==> config.mk <==
export PLATFORM = sky130hd
export DESIGN_NAME = load_store_unit
export DESIGN_NICKNAME = d
export VERILOG_FILES = /design/src/rtl/lsu_pkg.sv /design/src/rtl/lsu_load_align.sv /design/src/rtl/load_store_unit.sv
export SDC_FILE = /design/constraint.sdc
export NUM_CORES = 1
export LEC_CHECK = 0
export ABC_AREA = 1
export CAP_MARGIN = 20
export CORE_MARGIN = 2
export CORE_UTILIZATION = 54
export DETAILED_ROUTE_END_ITERATION = 12
export PLACE_DENSITY = 0.93
export SLEW_MARGIN = 20
export SYNTH_ARGS = -nofsm -noshare
export SYNTH_HDL_FRONTEND = slang
export SYNTH_SLANG_ARGS = --single-unit
==> constraint.sdc <==
create_clock -name clk -period 4.32 [get_ports clk]
set_input_delay 0.864 -clock clk [delete_from_list [all_inputs] [get_ports clk]]
set_output_delay 0.864 -clock clk [all_outputs]
set_load 0.1 [all_outputs]
==> src/rtl/lsu_pkg.sv <==
// Shared encodings for the load/store unit: dmctrl size/sign codes, FSM states,
// and helpers that turn dmctrl plus byte offset into lane masks and crossing flags.
package lsu_pkg;

    localparam logic [2:0] LS_B  = 3'b000;
    localparam logic [2:0] LS_H  = 3'b001;
    localparam logic [2:0] LS_W  = 3'b010;
    localparam logic [2:0] LS_BU = 3'b100;
    localparam logic [2:0] LS_HU = 3'b101;

    typedef enum logic [2:0] {
        ST_IDLE,
        ST_ISSUE0,
        ST_WAIT0,
        ST_ISSUE1,
        ST_WAIT1,
        ST_RESP
    } lsu_state_t;

    function automatic logic [3:0] size_mask(input logic [2:0] dmctrl);
        case (dmctrl[1:0])
            2'b00:   return 4'b0001;
            2'b01:   return 4'b0011;
            2'b10:   return 4'b1111;
            default: return 4'b0000;
        endcase
    endfunction

    function automatic logic [2:0] size_bytes(input logic [2:0] dmctrl);
        case (dmctrl[1:0])
            2'b00:   return 3'd1;
            2'b01:   return 3'd2;
            default: return 3'd4;
        endcase
    endfunction

    function automatic logic dmctrl_illegal(input logic [2:0] dmctrl);
        return (dmctrl[1:0] == 2'b11) || (dmctrl == 3'b110);
    endfunction

    function automatic logic crosses_word(input logic [1:0] off, input logic [2:0] dmctrl);
        return ({1'b0, off} + size_bytes(dmctrl)) > 3'd4;
    endfunction

endpackage

==> src/rtl/lsu_load_align.sv <==
// Combinational load return path: shifts the two-beat read window down by the byte
// offset, truncates to the access size and sign- or zero-extends. No state, no latency.
module lsu_load_align (
    input  logic [31:0] i_rdata1,
    input  logic [31:0] i_rdata0,
    input  logic [1:0]  i_off,
    input  logic [2:0]  i_dmctrl,
    output logic [31:0] o_rdata
);

    logic [31:0] w_raw;
    logic        w_sext;

    assign w_raw  = 32'({i_rdata1, i_rdata0} >> {i_off, 3'b000});
    assign w_sext = ~i_dmctrl[2];

    always_comb begin
        case (i_dmctrl[1:0])
            2'b00:   o_rdata = {{24{w_sext & w_raw[7]}},  w_raw[7:0]};
            2'b01:   o_rdata = {{16{w_sext & w_raw[15]}}, w_raw[15:0]};
            default: o_rdata = w_raw;
        endcase
    end

endmodule

==> src/rtl/load_store_unit.sv <==
// Data-memory initiator: one request at a time, split into one or two word beats.
// Aligned access returns 3 cycles after accept (split +2); beats hold until mem_gnt.
module load_store_unit
    import lsu_pkg::*;
#(
    parameter int ADDR_W           = 32,
    parameter bit SPLIT_MISALIGNED = 1'b1
) (
    input  logic              clk,
    input  logic              rst_n,
    input  logic              req_valid,
    output logic              req_ready,
    input  logic              req_we,
    input  logic [2:0]        req_dmctrl,
    input  logic [ADDR_W-1:0] req_addr,
    input  logic [31:0]       req_wdata,
    output logic              resp_valid,
    output logic [31:0]       resp_rdata,
    output logic              resp_err,
    output logic              mem_req,
    input  logic              mem_gnt,
    output logic [ADDR_W-1:0] mem_addr,
    output logic              mem_we,
    output logic [3:0]        mem_be,
    output logic [31:0]       mem_wdata,
    input  logic              mem_rvalid,
    input  logic [31:0]       mem_rdata
);

    lsu_state_t        r_state;
    lsu_state_t        w_state_nxt;
    logic              r_we;
    logic [2:0]        r_dmctrl;
    logic [ADDR_W-1:0] r_addr;
    logic [31:0]       r_wdata;
    logic [31:0]       r_rdata0;
    logic [31:0]       r_rdata1;
    logic              r_err;

    logic [1:0]        w_off;
    logic              w_cross;
    logic              w_req_err;
    logic [7:0]        w_be8;
    logic [63:0]       w_wdata64;
    logic [ADDR_W-1:0] w_word0;
    logic [ADDR_W-1:0] w_word1;
    logic [31:0]       w_load_data;

    assign w_off     = r_addr[1:0];
    assign w_cross   = crosses_word(r_addr[1:0], r_dmctrl);
    assign w_req_err = dmctrl_illegal(req_dmctrl) ||
                       (crosses_word(req_addr[1:0], req_dmctrl) && !SPLIT_MISALIGNED);
    // Lanes and data are shifted as a 64-bit window; the upper half feeds the second beat.
    assign w_be8     = {4'b0000, size_mask(r_dmctrl)} << w_off;
    assign w_wdata64 = {32'h0, r_wdata} << {w_off, 3'b000};
    assign w_word0   = {r_addr[ADDR_W-1:2], 2'b00};
    assign w_word1   = w_word0 + ADDR_W'(4);

    lsu_load_align u_load_align (
        .i_rdata1 (r_rdata1),
        .i_rdata0 (r_rdata0),
        .i_off    (w_off),
        .i_dmctrl (r_dmctrl),
        .o_rdata  (w_load_data)
    );

    always_ff @(posedge clk or negedge rst_n) begin
        if (!rst_n) begin
            r_state  <= ST_IDLE;
            r_we     <= 1'b0;
            r_dmctrl <= 3'b000;
            r_addr   <= '0;
            r_wdata  <= 32'h0;
            r_rdata0 <= 32'h0;
            r_rdata1 <= 32'h0;
            r_err    <= 1'b0;
        end else begin
            r_state <= w_state_nxt;
            if (r_state == ST_IDLE && req_valid) begin
                r_we     <= req_we;
                r_dmctrl <= req_dmctrl;
                r_addr   <= req_addr;
                r_wdata  <= req_wdata;
                r_err    <= w_req_err;
                r_rdata0 <= 32'h0;
                r_rdata1 <= 32'h0;
            end
            if (r_state == ST_WAIT0 && mem_rvalid) r_rdata0 <= mem_rdata;
            if (r_state == ST_WAIT1 && mem_rvalid) r_rdata1 <= mem_rdata;
        end
    end

    always_comb begin
        w_state_nxt = r_state;
        req_ready   = 1'b0;
        mem_req     = 1'b0;
        mem_addr    = '0;
        mem_we      = 1'b0;
        mem_be      = 4'b0000;
        mem_wdata   = 32'h0;
        resp_valid  = 1'b0;
        resp_rdata  = 32'h0;
        resp_err    = 1'b0;
        case (r_state)
            ST_IDLE: begin
                req_ready = 1'b1;
                if (req_valid) w_state_nxt = w_req_err ? ST_RESP : ST_ISSUE0;
            end
            ST_ISSUE0: begin
                mem_req   = 1'b1;
                mem_addr  = w_word0;
                mem_we    = r_we;
                mem_be    = w_be8[3:0];
                mem_wdata = w_wdata64[31:0];
                if (mem_gnt) w_state_nxt = ST_WAIT0;
            end
            ST_WAIT0: begin
                if (mem_rvalid) w_state_nxt = w_cross ? ST_ISSUE1 : ST_RESP;
            end
            ST_ISSUE1: begin
                mem_req   = 1'b1;
                mem_addr  = w_word1;
                mem_we    = r_we;
                mem_be    = w_be8[7:4];
                mem_wdata = w_wdata64[63:32];
                if (mem_gnt) w_state_nxt = ST_WAIT1;
            end
            ST_WAIT1: begin
                if (mem_rvalid) w_state_nxt = ST_RESP;
            end
            ST_RESP: begin
                resp_valid  = 1'b1;
                resp_err    = r_err;
                resp_rdata  = (r_err || r_we) ? 32'h0 : w_load_data;
                w_state_nxt = ST_IDLE;
            end
            default: w_state_nxt = ST_IDLE;
        endcase
    end

endmodule

==> impl_results.md, run 1 <==
* Initial core utilization at 0.557
* Dominant synthesized flop cell: dfrtp_1
* DR vias/cell at 5.90
* Final setup fails at 0
* Worst setup EP type: output port
* CTS H-Tree Depth at 4
* Buf/Inv on CP at 3
* Post-cts resize count at 0
* Yosys reg bits at 128
* RePlAce Congestion at 0.976
* Worst-Margin Slew at 1.03 ns
* Iteration-0 DRC Markers at 1201
* Gate Count Post-Synth at 1202
* RSZ-0062 raised after global routing: no
* Total congestion overflow at 0
* Layout cells sized above 1 at 0.168
* Largest net degree at the start of global routing at 114
* Hold Worst Slack at 0.480 ns
* Area grow syn2layout at 37.1%
* Async SR Flop Fraction at 1.00
* Post-synth EDFFs at 0
* Post-DP HPWL at 19500 um
* Post-Route Setup TNS at 0 ns
* Die X at 129 um
* Post-CTS Setup Inserts at 0
* Part of the Yosys area used for sequential elements at 0.377
* Crit-path max cell delay at 0.83 ns
* Post-route DRC at 0
* Power Dens Cells at 939 mW/mm^2
* Status: finished clean
* Slowest stage cell, crit path: buf_4
* CP top delay family: buffers and inverters
* # port buffers at 207
* CP Class: register to output port
* Library cells used by synthesis at 38
* GRT Util Overall at 0.345
* DR WL/cell at 17.7 um
* Startpoint Class: register
* Initial antenna violation count at 0
* CTS tree: done
* Pre-antenna DRT Iters at 8
* Reg2Reg Depth at 6
* Die area at 0.0167 sq mm
* Rel. slew slack at 0.310
* Hold buffers post-CTS at 0
* Yosys warns at 0
* Clock Root Buffer: clkbuf_16
* Clock transition at the registers of the reported paths at 0.06 ns
* FF-to-FF End: r_rdata0[26]$_DFFE_PN0P_
* Top post-synthesis cells by count: nand2_1 (351), inv_1 (133), dfrtp_1 (128)
* Final hold viol count at 0
* Max clock buf depth at 2
* Crit path cell chain: buf_4 -> o21ai_0 -> nand2_1 -> nand2_1 -> nand2_1 -> nand3_1 -> nand2_1 -> inv_1 -> buf_12
* Via count at 9437
* Nets@finish at 1489
* Via count of the first global-routing pass at 8996
* Max Clock Freq at 265 MHz
* Ant. Diodes at 0
* Row cnt at 45
* Max Slew Vio Count at 0
* Worst min path class: input pin to asynchronous set/reset pin
* Max Clock Skew at 0.00988 ns
* Post-Syn Area per Cell at 7.06 sq um
* Req. time, crit path at 3.46 ns
* Critical path arrival at 2.91 ns
* Max-Cap Viols at 0
* Max IR drop VDD at 586 uV
* Post-synth top area share at 0.377
* First-pass GRT wire length at 45000 um
* Chip height at 129 um
* Period utilisation layout at 0.873
* IO Pins at 210
* CTS Sinks at 128
* Top-count cell post-synth: nand2_1
* ANT nets after route at 0
* Worst flop-to-flop path startpoint: r_state[1]$_DFFE_PN0P_
* Reg-to-reg slack, setup at 1.66 ns
* Worst skew pair latency at 0.43 ns
* Core area at 0.0153 sq mm
* Final wirelength at 28300 um
* Lkg Pwr at 5.60 nW
* CTS buffer count at 17
* Min Clock Period, post-route at 3.77 ns
* Area contributors post-synth: dfrtp_1 (38%), nand2_1 (16%), o21ai_0 (6.4%)
* Area leader, netlist: dfrtp_1
* Worst path most repeated cell: nand2_1
* Total power at 10.9 mW
* Worst Path Max Fanout at 113
* Mapped Area at 0.00849 sq mm
[power by group]
group | total, mW | switching (mW) | internal (mW)
clock network | 1.66 | 0.564 | 1.10
registers | 2.31 | 0.546 | 1.76
logic | 6.97 | 5.02 | 1.95
[routing by layer]
layer	wire, um	vias up	track usage
met5	0	-	0
met1	10800	4356	0.444
met4	1300	0	0.179
met3	3020	119	0.0859
met2	13200	689	0.540
li1	-	4273	-
[state kept, by name, indices dropped and copies added, names as in the netlist]
name	count
r_err	1
r_rdata1	24
r_dmctrl	3
r_state	3
r_we	1
r_rdata0	32
r_addr	32
r_wdata	32
[logic make-up after synthesis]
group	after synthesis	share of synthesized area
AO/OA/AOI/OAI	265	0.183
XOR/XNOR	2	0.00206
adder cells (fa/ha/maj)	9	0.0141
buffers and inverters	212	0.105
flip-flops	128	0.377
multiplexers	46	0.0606
other	1	0.000442
AND/OR/NAND/NOR	539	0.258
[final cells by class]
type | count | area [sq um]
clock buffers | 19 | 443
inverters | 143 | 537
clock inverters | 13 | 234
fillers | 1040 | 3610
multi-input cells | 863 | 4420
well taps | 211 | 264
repair buffers | 222 | 2540
flip-flops and latches | 128 | 3210
[worst max path at each step]
| stage | start | to | cells after the start |
|---|---|---|---|
| 4_1_cts | r_addr[0]$_DFFE_PN0P_ | resp_rdata[16] | 8 |
| 5_1_grt | r_addr[0]$_DFFE_PN0P_ | resp_rdata[24] | 8 |
| 2_1_floorplan | r_state[1]$_DFFE_PN0P_ | resp_rdata[0] | 6 |
| 3_3_place_gp | r_addr[0]$_DFFE_PN0P_ | resp_rdata[25] | 8 |
| 6_report | r_addr[0]$_DFFE_PN0P_ | resp_rdata[16] | 9 |
| 3_5_place_dp | r_addr[0]$_DFFE_PN0P_ | resp_rdata[24] | 8 |
[through the flow]
stage / instances / utilization / area [sq um] / worst slack (ns)
2_1_floorplan: 1203 / - / 8510 / 0.104
3_3_place_gp: 1567 / 0.719 / 11000 / 1.13
3_5_place_dp: 1567 / 0.719 / 11000 / 1.09
4_1_cts: 1599 / 0.763 / 11600 / 0.627
5_1_grt: 1599 / 0.763 / 11600 / 0.322
6_report: 1599 / 0.763 / 11600 / 0.547
[worst reg2reg max path: cells and delay by family (launching register included)]
family | cells | cell delay (ns)
AND/OR/NAND/NOR | 4 | 1.44
AO/OA/AOI/OAI | 1 | 0.43
flip-flops | 1 | 0.60
buffers and inverters | 1 | 0.07
[cell usage in the layout (no fill, tap or decap), types with 4 or more instances in the layout]
cell type        count
a21oi_1             49
a21oi_2             24
buf_12              48
buf_4               65
bufinv_16            6
clkbuf_16           17
clkdlybuf4s50_1    109
dfrtp_1            127
ha_1                 8
inv_1              133
inv_2               10
mux2_2              43
nand2_1            351
nand3_1             84
nor2_1              85
nor3_1               4
o211ai_1            33
o21ai_0            109
o21ai_1              8
o22ai_1             32
or2_2                4
Power figures use the tool's default switching activity.
==> inputs of run 2 (changes only) <==
--- a/config.mk
+++ b/config.mk
@@ -10,6 +10,7 @@
 export CORE_MARGIN = 2
 export CORE_UTILIZATION = 54
 export DETAILED_ROUTE_END_ITERATION = 12
+export GPL_ROUTABILITY_DRIVEN = 1
 export PLACE_DENSITY = 0.93
 export SLEW_MARGIN = 20
 export SYNTH_ARGS = -nofsm -noshare
==> results of run 2 <==
No change in the layout: final DEF, timing and power equal those of run 1.
